**config.mk**
```make
export PLATFORM = sky130hd
export DESIGN_NAME = alu_rsp_deserializer
export DESIGN_NICKNAME = d
export VERILOG_FILES = /design/src/rtl/alu_pkg.sv /design/src/rtl/alu_serial_word_rx.sv /design/src/rtl/alu_rsp_deserializer.sv
export SDC_FILE = /design/constraint.sdc
export NUM_CORES = 1
export LEC_CHECK = 0
export ABC_CLOCK_PERIOD_IN_PS = 3500
export CORE_MARGIN = 2
export CORE_UTILIZATION = 50
export DETAILED_ROUTE_END_ITERATION = 8
export PLACE_DENSITY_LB_ADDON = 0.1
export SLEW_MARGIN = 10
export SYNTH_ARGS = -nofsm -noshare
export SYNTH_HDL_FRONTEND = slang
export SYNTH_HIERARCHICAL = 1
export SYNTH_SLANG_ARGS = --single-unit
```
**constraint.sdc**
```tcl
create_clock -name clk -period 3.5 [get_ports clk]
set_clock_uncertainty 0.1 [all_clocks]
set_input_delay 0.525 -clock clk [delete_from_list [all_inputs] [get_ports clk]]
set_output_delay 0.525 -clock clk [all_outputs]
set_load 0.02 [all_outputs]
```
**src/rtl/alu_pkg.sv**
```systemverilog
// Shared ALU definitions: status codes and the serial response framing.
package alu_pkg;

  localparam logic [7:0] S_NO_ERROR        = 8'h00;
  localparam logic [7:0] S_INVALID_COMMAND = 8'h01;

  // start + ctl + 8 data bits + stop
  localparam int unsigned RSP_WORD_BITS = 11;

  typedef enum logic [1:0] {
    IDLE = 2'd0,
    RX   = 2'd1,
    GAP  = 2'd2,
    EVAL = 2'd3
  } rsp_state_t;

endpackage

```
**src/rtl/alu_serial_word_rx.sv**
```systemverilog
// Bit-serial word receiver: detects the start bit, shifts in ctl/data/stop,
// and presents the assembled word for one cycle after the stop bit.
module alu_serial_word_rx
  import alu_pkg::*;
(
  input  logic       clk,
  input  logic       rst,
  input  logic       sout,
  input  logic       i_arm,
  output logic       word_last,
  output logic       word_valid,
  output logic       word_ctl,
  output logic [7:0] word_data,
  output logic       word_stop_err
);

  // bits following the start bit: ctl, d7..d0, stop
  localparam int unsigned SHIFT_W  = RSP_WORD_BITS - 1;
  localparam logic [3:0]  LAST_IDX = 4'(SHIFT_W - 1);

  logic               r_busy;
  logic [3:0]         r_bit_cnt;
  logic [SHIFT_W-1:0] r_shift;
  logic               r_valid;

  // high in the cycle whose closing edge samples the stop bit
  assign word_last = r_busy && (r_bit_cnt == LAST_IDX);

  // start detect, shift register and bit counter (0..9, wraps on stop)
  always_ff @(posedge clk or posedge rst) begin
    if (rst) begin
      r_busy    <= 1'b0;
      r_bit_cnt <= '0;
      r_shift   <= '0;
      r_valid   <= 1'b0;
    end else begin
      r_valid <= word_last;
      if (!r_busy) begin
        if (i_arm && !sout) begin
          r_busy    <= 1'b1;
          r_bit_cnt <= '0;
        end
      end else begin
        r_shift <= {r_shift[SHIFT_W-2:0], sout};
        if (word_last) begin
          r_busy    <= 1'b0;
          r_bit_cnt <= '0;
        end else begin
          r_bit_cnt <= r_bit_cnt + 4'd1;
        end
      end
    end
  end

  assign word_valid    = r_valid;
  assign word_ctl      = r_shift[SHIFT_W-1];
  assign word_data     = r_shift[SHIFT_W-2:1];
  assign word_stop_err = ~r_shift[0];

endmodule

```
**src/rtl/alu_rsp_deserializer.sv**
```systemverilog
// Reassembles framed serial ALU responses into a result/status record,
// flagging stop, sequence and inter-word timeout errors.
module alu_rsp_deserializer
  import alu_pkg::*;
#(
  parameter int TIMEOUT_CYCLES = 1000
) (
  input  logic        clk,
  input  logic        rst,
  input  logic        sout,
  output logic        rsp_valid,
  output logic [15:0] data_result,
  output logic [7:0]  status,
  output logic        frame_err
);

  localparam int         TW       = $clog2(TIMEOUT_CYCLES + 1);
  localparam logic [TW-1:0] TMO_LAST = TW'(TIMEOUT_CYCLES - 1);

  rsp_state_t  r_state, w_state_nxt;
  logic [1:0]  r_dcnt, w_dcnt_nxt;
  logic [TW-1:0] r_tcnt, w_tcnt_nxt;
  logic [7:0]  r_hi, r_lo;
  logic        w_store_hi, w_store_lo;
  logic        w_pub, w_err, w_timeout, w_arm;
  logic [15:0] w_res;

  // EVAL decision registered once more before it reaches the outputs
  logic        r_pub_q, r_err_q;
  logic [15:0] r_res_q;
  logic [7:0]  r_sts_q;

  logic       w_word_last, w_word_valid, w_word_ctl, w_word_stop_err;
  logic [7:0] w_word_data;

  alu_serial_word_rx u_rx (
    .clk          (clk),
    .rst          (rst),
    .sout         (sout),
    .i_arm        (w_arm),
    .word_last    (w_word_last),
    .word_valid   (w_word_valid),
    .word_ctl     (w_word_ctl),
    .word_data    (w_word_data),
    .word_stop_err(w_word_stop_err)
  );

  // state, data-word count and gap timeout counter
  always_ff @(posedge clk or posedge rst) begin
    if (rst) begin
      r_state <= IDLE;
      r_dcnt  <= '0;
      r_tcnt  <= '0;
      r_hi    <= '0;
      r_lo    <= '0;
    end else begin
      r_state <= w_state_nxt;
      r_dcnt  <= w_dcnt_nxt;
      r_tcnt  <= w_tcnt_nxt;
      if (w_store_hi) r_hi <= w_word_data;
      if (w_store_lo) r_lo <= w_word_data;
    end
  end

  // word-sequence rules; a start bit is honoured in IDLE, GAP and EVAL
  always_comb begin
    w_state_nxt = r_state;
    w_dcnt_nxt  = r_dcnt;
    w_tcnt_nxt  = r_tcnt;
    w_store_hi  = 1'b0;
    w_store_lo  = 1'b0;
    w_pub       = 1'b0;
    w_err       = 1'b0;
    w_timeout   = 1'b0;
    w_arm       = 1'b0;
    w_res       = 16'h0000;
    case (r_state)
      IDLE: begin
        w_arm      = 1'b1;
        w_tcnt_nxt = '0;
        if (!sout) w_state_nxt = RX;
      end
      RX: begin
        if (w_word_last) w_state_nxt = EVAL;
      end
      GAP: begin
        w_arm = 1'b1;
        if (!sout) begin
          w_state_nxt = RX;
        end else if (r_tcnt == TMO_LAST) begin
          w_timeout   = 1'b1;
          w_dcnt_nxt  = '0;
          w_tcnt_nxt  = '0;
          w_state_nxt = IDLE;
        end else begin
          w_tcnt_nxt = r_tcnt + 1'b1;
        end
      end
      EVAL: begin
        w_arm      = 1'b1;
        w_tcnt_nxt = '0;
        if (w_word_stop_err || !w_word_valid) begin
          w_err = 1'b1;
        end else if (!w_word_ctl) begin
          if (r_dcnt == 2'd2) begin
            w_err = 1'b1;
          end else begin
            w_store_hi = (r_dcnt == 2'd0);
            w_store_lo = (r_dcnt == 2'd1);
            w_dcnt_nxt = r_dcnt + 2'd1;
          end
        end else if (r_dcnt == 2'd2) begin
          w_pub = 1'b1;
          w_res = {r_hi, r_lo};
        end else if (r_dcnt == 2'd0 && w_word_data != S_NO_ERROR) begin
          w_pub = 1'b1;
        end else begin
          w_err = 1'b1;
        end
        if (w_pub || w_err) w_dcnt_nxt = '0;
        if (!sout)                w_state_nxt = RX;
        else if (w_pub || w_err)  w_state_nxt = IDLE;
        else                      w_state_nxt = GAP;
      end
      default: w_state_nxt = IDLE;
    endcase
  end

  // output stage: publish strobe and record, error strobe
  always_ff @(posedge clk or posedge rst) begin
    if (rst) begin
      r_pub_q     <= 1'b0;
      r_err_q     <= 1'b0;
      r_res_q     <= '0;
      r_sts_q     <= '0;
      rsp_valid   <= 1'b0;
      frame_err   <= 1'b0;
      data_result <= '0;
      status      <= '0;
    end else begin
      r_pub_q <= w_pub;
      r_err_q <= w_err;
      if (w_pub) begin
        r_res_q <= w_res;
        r_sts_q <= w_word_data;
      end
      rsp_valid <= r_pub_q;
      frame_err <= r_err_q | w_timeout;
      if (r_pub_q) begin
        data_result <= r_res_q;
        status      <= r_sts_q;
      end
    end
  end

endmodule

```
Word-level counts from Yosys, hierarchy flattened:

Index checks and enable logic that the tools add are counted.

* flip-flop bits (word level): 98
* bits of input ports: 3
* word-level logic and storage cells: 106

* add/sub/neg operators: 3
* equal/unequal tests: 15
* mux-type cells: 51
* bitwise operators: 2
* reductions and logical operators: 18

Operator list (count)
* two-way mux 16 bit: 4
* two-way mux 1 bit: 28
* two-way mux 2 bit: 11
* two-way mux 10 bit: 2
* case mux 10 bit (2 select lines): 1
* two-way mux 4 bit: 3
* != test 3 bit (second input constant): 4
* adder 10 x 1 -> 10 bit (second input constant): 1
* equality test 10 bit (second input constant): 1
* case mux 2 bit (4 select lines): 1
* nonzero test 8 bit: 1
* equality test 2 bit (second input constant): 3
* != test 2 bit (second input constant): 3
* AND reduction 6 bit: 1
* nonzero test 2 bit: 3
* adder 4 x 1 -> 4 bit (second input constant): 1
* equality test 2 x 1 -> 1 bit (second input constant): 2
* equality test 4 bit (second input constant): 1
* logical NOT 2 bit: 2
* case mux 2 bit (2 select lines): 1
* logical AND 1 bit: 3
* AND reduction 3 bit: 1
* OR reduction 3 bit: 1
* adder 2 x 1 -> 2 bit (second input constant): 1
* other kinds (7): 9

Depth between registers and ports, before layout:

Gate-level depths: netlist (run 1).

* word-level depth: 11
* gate-level depth with buffers: 8

Hierarchy:

The synthesis (run 1) kept the hierarchy.

By module, submodules not included
* alu_rsp_deserializer: times used 1, cells an instance 254, area an instance 3419.5 sq um, sequential area each 2052.0 sq um
* alu_serial_word_rx: times used 1, cells an instance 59, area an instance 733.2 sq um, sequential area each 400.4 sq um

Least setup slack after synthesis (run 1):

No wires, ideal clock.

* path kind: register to register
* start point: register r_state[0]
* end point: register r_tcnt[8]
* data arrival time: 1872 ps
* required time: 3326 ps
* path slack: 1454 ps
* cell stages (with the launch flop): 7
* cells stage by stage: dfrtp_1 -> inv_1 -> ha_1 -> nor2b_1 -> or3b_4 -> or4_4 -> a21oi_2

* longest elaborated chain between the ends: 4

RTL lines
* start, declared: line alu_rsp_deserializer.sv:20 `rsp_state_t r_state, w_state_nxt;`
* start signal, assigned: line alu_rsp_deserializer.sv:57 `r_state <= w_state_nxt;`
* equality test 2 bit / logical NOT 2 bit (equally long branches): line alu_rsp_deserializer.sv:77 `case (r_state)`
* OR reduction 2 bit (no line)
* nonzero test 2 bit (no line)
* AND reduction 2 bit (no line)
* end signal, assigned: line alu_rsp_deserializer.sv:59 `r_tcnt <= w_tcnt_nxt;`
* end, declared: line alu_rsp_deserializer.sv:22 `logic [TW-1:0] r_tcnt, w_tcnt_nxt;`

Several ways; a longest one is shown, not always the timed one.
A chain may end at the register's enable or synchronous reset.

Final worst setup path (run 1):

Same ends and word-level chain as after synthesis.

==> qor.csv, run 1 <==
stage;metric;value;unit
layout;nFillCells;666;
setup_path;worstSetupPathType;flip-flop to flip-flop;
global_routing;grt_pass1_wl;11800;um
timing;setup_violations;0;
clocking;cts.sinks;98;
clocking;tritoncts;yes;
clocking;ctsHoldBuffers;0;
drt;wire_per_inst;15.4;um
place;dp_slack;0.983;ns
setup_path;crit_required;3.68;ns
drt;drt_first_iter_violations;56;
die;pin_count;29;
synth;postSynthNetCount;328;
die;num_rows;33;
layout;finish.instance_area;4730;um^2
place;placed_cells;432;
die;die_w;95.1;um
timing;final.setup.tns;0;ns
setup_path;arrival;2.37;ns
timing;fmax;0.456;GHz
place;hpwl;4580;um
setup_path;rrSetupSlack;1.31;ns
pwr;power.share.switching;20.1;%
timing;timing.slew.headroom;34.0;%
setup_path;rr_endpoint;r_tcnt[8];
setup_path;timing.critical_path.cells;inv_1 > ha_1 > nor2b_1 > or3b_4 > or4_4 > a21oi_2;
clocking;clk_path_buf_depth;2;
clocking;insertion_delay;0.36;ns
clocking;clk_pin_slew;0.10;ns
timing;finalCritPeriodShare;62.7;%
setup_path;crit_slowest_cell;or4_4;
clocking;cts_setup_buffers;0;
layout;area_growth;13.9;%
drt;vias;2454;
clocking;cts_resized;0;
timing;setup_slack;1.31;ns
global_routing;gr-total-overflow;0;
pwr;switchingPower;0.404;mW
layout;drive_gt1_share;21.1;%
synth;netlist_top_cells_area;dfrtp_1 59%, mux2_2 12%, a22o_1 5.1%;
setup_path;crit_buf_inv;1;
synth;yosysWarnings;6;
timing;tightest_slew;0.990;ns
timing;hold_viol_final;0;
pwr;p_seq_share;56.2;%
drt;wl;6870;um
synth;avgSynthCellArea;13.3;um^2
drt;drc;0;
setup_path;reg2regPathDepth;6;
pwr;irDropWorstVdd;0.242;mV
synth;ys_ff_latch;98;
die;core_area;8130;um^2
setup_path;slowest_delay;0.49;ns
synth;synth_edf_count;0;
timing;rsz0062_at_grt;no;
setup_path;r2r-start;r_state[0];
setup_path;path_depth;6;
synth;synth_area;4150;um^2
place;place.gp.congestion;0.774;
layout;diodes;0;
place;placed_area;4490;um^2
layout;finalNonFillerCells;447;
drt;routed_via_density;5.49;
pwr;p_int;1.61;mW
layout;finalNetCount;353;
synth;ys_seq_area_share;59.1;%
drt;dr.pass1.iters;4;
die;start_util;51.1;%
pwr;p_comb_share;1.4;%
flow_run;drv_cap;0;
hold_path;hp-class;flip-flop to flip-flop;
setup_path;cpLargestDelayFamily;simple AND/OR/NAND/NOR gates;
die;fp.dieArea;9050;um^2
timing;period_needed;2.19;ns
synth;synth_top_area_share;59.1;%
synth;synth_ff_type;dfrtp_1;
place;portBuffers;28;
clocking;clock_tree.root_cell;clkbuf_8;
outcome;status;complete, no violations;
drt;drt.antenna.violating_nets;0;
global_routing;grt_pass1_vias;2433;
global_routing;antenna_found_initial;0;
global_routing;grt_max_degree;54;
synth;syn_inst;313;
timing;slew_viol_final;0;
synth;synth_cell_types;52;
hold_path;hold_path_end;r_res_q[5];
clocking;numCtsBuffers;9;
setup_path;end_kind;flip-flop;
hold_path;min-delay-start;r_lo[5];
synth;yosys.area.top_type;dfrtp_1;
die;die_h;95.1;um
setup_path;worst_setup_path_start_kind;flip-flop;
layout;final_common_cell;dfrtp_1;
clocking;htreeDepth;3;
global_routing;gr-usage-all-layers;17.0;%
setup_path;crit_fanout;7;
pwr;power.density;426;nW/um^2
pwr;clockPowerShare;42.4;%
hold_path;holdPathStages;1;
layout;most-common-layout-cells;98 x dfrtp_1, 45 x mux2_2, 28 x clkdlybuf4s50_1, 24 x a22o_1, 14 x inv_1;
pwr;p_leak;2.30;nW
synth;postSynth.asyncResetShare;100;%
==> how the worst max path moves through the flow <==
stage / startpoint / slack (ns) / to
after global routing: r_state[0] / 1.21 / r_tcnt[8]
final: r_state[0] / 1.31 / r_tcnt[8]
after CTS: r_state[0] / 1.30 / r_tcnt[8]
after floorplan: rst / 0.77 / data_result[0]
after global placement: sout / 1.04 / r_tcnt[8]
after detailed placement: sout / 0.98 / r_tcnt[8]
==> synth_stat cells, types with 4 or more instances <==
| cell | count |
|---|---|
| nor2_1 | 5 |
| inv_1 | 15 |
| nand2_1 | 10 |
| ha_1 | 12 |
| dfrtp_1 | 98 |
| mux2_1 | 4 |
| or3_1 | 4 |
| mux2_2 | 45 |
| o21ai_0 | 11 |
| clkbuf_1 | 4 |
| nand3_1 | 6 |
| a21oi_1 | 7 |
| mux2i_1 | 5 |
| buf_4 | 8 |
| a22o_1 | 24 |
==> routing by layer <==
metal | track usage [%] | wire, um
met1 | 23.6 | 3460
met2 | 26.4 | 3180
met3 | 3.16 | 140
met4 | 7.25 | 99
met5 | 0 | 0
==> cell type report <==
class	instances	area [um^2]	area share, %
Sequential cell	98	2450	51.9
Multi-Input combinational cell	183	1540	32.5
Timing Repair Buffer	30	308	6.51
Tap cell	105	131	2.78
Clock buffer	9	124	2.62
Clock inverter	6	114	2.41
Inverter	16	61.3	1.30
==> state kept, by name, summed over array words and instances, names as in the netlist, 8 cells and up <==
register and cells:
data_result 16, r_res_q 16, r_tcnt 10, u_rx/r_shift 10, r_hi 8, r_lo 8, r_sts_q 8, status 8
==> power by group through the flow <==
stage,logic (mW),registers (mW),clock network (mW)
final,0.0282,1.13,0.854
after global routing,0.0344,1.13,0.923
after CTS,0.0303,1.13,0.878
after detailed placement,0.0303,1.15,0
after global placement,0.0301,1.15,0
after floorplan,0.0174,1.15,0
==> through the flow <==
stage | utilization, % | power (mW) | hold slack (ns)
global placement | 55.2 | 1.18 | 0.368
CTS | 58.1 | 2.04 | 0.386
floorplan | - | 1.17 | 0.252
detailed placement | 55.2 | 1.18 | 0.337
finish | 58.1 | 2.01 | 0.378
global route | 58.1 | 2.09 | 0.397
==> cells by family (layout without fill, tap and decap cells) <==
family | Yosys count | in the layout | share of synthesized area [%]
flip-flops | 98 | 98 | 59.1
AO/OA/AOI/OAI | 59 | 59 | 10.4
AND/OR/NAND/NOR | 56 | 56 | 8.14
multiplexers | 54 | 54 | 14.5
buffers and inverters | 32 | 61 | 3.89
adder cells (fa/ha/maj) | 12 | 12 | 3.62
XOR/XNOR | 2 | 2 | 0.422
==> worst reg2reg max path, stage by stage, from the launching register on <==
cell,delay (ns)
dfrtp_1,0.42
inv_1,0.11
ha_1,0.25
nor2b_1,0.19
or3b_4,0.43
or4_4,0.49
a21oi_2,0.14
(Power assumes the default switching activity.)
==> run 2, diff against run 1 <==
--- a/config.mk
+++ b/config.mk
@@ -5,7 +5,7 @@
 export SDC_FILE = /design/constraint.sdc
 export NUM_CORES = 1
 export LEC_CHECK = 0
-export ABC_CLOCK_PERIOD_IN_PS = 3500
+export ABC_CLOCK_PERIOD_IN_PS = 2200
 export CORE_MARGIN = 2
 export CORE_UTILIZATION = 50
 export DETAILED_ROUTE_END_ITERATION = 8
==> constraint.sdc (replaced) <==
create_clock -name clk -period 2.2 [get_ports clk]
set_clock_uncertainty 0.1 [all_clocks]
set_input_delay 0.33 -clock clk [delete_from_list [all_inputs] [get_ports clk]]
set_output_delay 0.33 -clock clk [all_outputs]
set_load 0.02 [all_outputs]
==> qor.csv, run 2 (synthesized netlist as in run 1, its figures left out) <==
stage;metric;value;unit;change
global_routing;gr-usage-all-layers;17.1;%;+0.054 points
drt;drt-met1-wl;3460;um;about the same
timing;final.setup.tns;0;ns;unchanged
pwr;power.density;633;nW/um^2;+49%
layout;multiInputGateArea;1540;um^2;unchanged
hold_path;hp-class;primary input to asynchronous set/reset pin;;
die;core_area;8130;um^2;unchanged
clocking;clock_tree.root_cell;clkbuf_8;;
setup_path;crit_fanout;7;;unchanged
clocking;htreeDepth;3;;unchanged
setup_path;crit_buf_inv;1;;unchanged
drt;routed_via_density;5.45;;-0.69%
global_routing;antenna_found_initial;0;;unchanged
setup_path;cpLargestDelayFamily;simple AND/OR/NAND/NOR gates;;
timing;period_needed;2.08;ns;-0.114 ns
place;dp_slack;0.0471;ns;-0.936 ns
layout;most-common-layout-cells;98 x dfrtp_1, 45 x mux2_2, 28 x clkdlybuf4s50_1, 24 x a22o_1, 14 x inv_1;;
drt;wire_per_inst;15.4;um;+0.17%
clocking;ctsHoldBuffers;0;;unchanged
die;die_h;95.1;um;unchanged
timing;tightest_slew;0.627;ns;-0.364 ns
setup_path;worst_setup_path_start_kind;flip-flop;;
clocking;clk_pin_slew;0.10;ns;about the same
setup_path;rrSetupSlack;0.12;ns;-1.19 ns
place;place.gp.congestion;0.804;;+3.9%
drt;dr.pass1.iters;4;;unchanged
global_routing;grt_pass1_vias;2449;;+0.66%
timing;timing.slew.headroom;58.2;%;+24 points
clocking;cts_setup_buffers;0;;unchanged
clocking;insertion_delay;0.35;ns;about the same
global_routing;gr-total-overflow;0;;unchanged
pwr;irDropWorstVdd;0.271;mV;+12%
drt;drc;0;;unchanged
drt;wl;7050;um;+2.6%
setup_path;crit_slowest_cell;or4_4;;
timing;setup_violations;0;;unchanged
setup_path;crit_required;2.38;ns;-1.30 ns
layout;seq_area;2450;um^2;unchanged
place;portBuffers;28;;unchanged
drt;route.met3.wl;149;um;+6.4%
setup_path;slowest_delay;0.49;ns;about the same
drt;dr.max_layer_used;met4;;
die;start_util;51.1;%;unchanged
setup_path;r2r-start;r_state[0];;
clocking;cts_resized;0;;unchanged
die;fp.dieArea;9050;um^2;unchanged
layout;final_common_cell;dfrtp_1;;
layout;finalNetCount;363;;+2.8%
clocking;numCtsBuffers;9;;unchanged
layout;nFillCells;675;;+1.4%
layout;diodes;0;;unchanged
global_routing;grt_max_degree;35;;-35%
pwr;p_leak;2.33;nW;+1.4%
setup_path;end_kind;flip-flop;;
place;hpwl;4880;um;+6.7%
global_routing;grt_pass1_wl;11900;um;+0.70%
timing;hold_viol_final;0;;unchanged
flow_run;drv_cap;0;;unchanged
timing;finalCritPeriodShare;94.6;%;+32 points
drt;vias;2497;;+1.8%
clocking;clk_path_buf_depth;2;;unchanged
drt;route.met2.wl;3360;um;+5.9%
setup_path;arrival;2.26;ns;-0.11 ns
timing;slew_viol_final;0;;unchanged
timing;setup_slack;0.119;ns;-1.19 ns
clocking;cts.sinks;98;;unchanged
layout;area_growth;15.2;%;
outcome;status;complete, no violations;;
drt;drt_first_iter_violations;74;;+32%
timing;fmax;0.481;GHz;+5.5%
timing;rsz0062_at_grt;no;;
drt;drt.antenna.violating_nets;0;;unchanged
setup_path;timing.critical_path.cells;inv_1 > ha_1 > nor2b_1 > or3b_4 > or4_4 > a21oi_2;;
layout;drive_gt1_share;23.2;%;+2.2 points
clocking;tritoncts;yes;;
die;die_w;95.1;um;unchanged
die;pin_count;29;;unchanged
setup_path;rr_endpoint;r_tcnt[8];;
die;num_rows;33;;unchanged
setup_path;worstSetupPathType;flip-flop to flip-flop;;
layout;reg.largest.list;data_result (16), r_res_q (16);;
setup_path;reg2regPathDepth;6;;unchanged
-- run 2: cell types whose count changed in the layout (fill, tap and decap cells not counted) --
cell | before | now
inv_8 | 0 | 2
clkinvlp_4 | 2 | 4
buf_12 | 1 | 2
bufinv_16 | 3 | 1
inv_6 | 1 | 0
clkinv_2 | 1 | 0
buf_4 | 1 | 10
clkbuf_1 | 0 | 1
-- run 2: layout make-up --
cell class / instances / share of cell area (%)
repair buffers: 40 / 8.26
inverters: 16 / 1.33
flip-flops and latches: 98 / 51.3
well taps: 105 / 2.75
multi-input cells: 183 / 32.2
clock buffers: 10 / 2.67
clock inverters: 6 / 1.57
-- run 2: worst max path at each step --
stage | endpoint | cells after the start | from | slack [ns]
detailed placement | r_tcnt[8] | 5 | sout | 0.05
finish | r_tcnt[8] | 6 | r_state[0] | 0.12
floorplan | r_tcnt[8] | 6 | r_state[0] | 0.15
global placement | r_tcnt[8] | 5 | sout | 0.08
CTS | r_tcnt[8] | 6 | r_state[0] | 0.12
global route | r_tcnt[8] | 6 | r_state[0] | 0.02
-- run 2: power by group --
| group | total (mW) | leakage (nW) | switching (mW) | internal [mW] |
|---|---|---|---|---|
| combinational | 0.0519 | 0.899 | 0.0394 | 0.0124 |
| sequential | 1.80 | 1.34 | 0 | 1.80 |
| clock | 1.18 | 0.0926 | 0.634 | 0.542 |
-- run 2: per-stage QoR --
stage	utilization (%)	std cells	power (mW)	hold slack, ns	area, um^2
after floorplan	-	313	1.86	0.144	4160
final	58.8	458	3.03	0.277	4780
after global placement	56.3	442	1.89	0.371	4580
after detailed placement	56.3	442	1.89	0.362	4580
after global routing	58.8	458	3.15	0.304	4780
after CTS	58.8	458	3.06	0.269	4780
-- run 2: routing by layer --
metal / global-route usage [%] / vias to the layer above
met5: 0 / -
met4: 6.16 / 0
met3: 3.40 / 7
met2: 28.1 / 25
met1: 22.6 / 1273
li1: - / 1192
==> run 3, diff against run 2 <==
--- a/config.mk
+++ b/config.mk
@@ -6,11 +6,11 @@
 export NUM_CORES = 1
 export LEC_CHECK = 0
 export ABC_CLOCK_PERIOD_IN_PS = 2200
+export CAP_MARGIN = 5
 export CORE_MARGIN = 2
 export CORE_UTILIZATION = 50
 export DETAILED_ROUTE_END_ITERATION = 8
 export PLACE_DENSITY_LB_ADDON = 0.1
-export SLEW_MARGIN = 10
 export SYNTH_ARGS = -nofsm -noshare
 export SYNTH_HDL_FRONTEND = slang
 export SYNTH_HIERARCHICAL = 1
==> results of run 3 <==
Same layout as run 2: the final DEF is identical, and so are final timing and power.
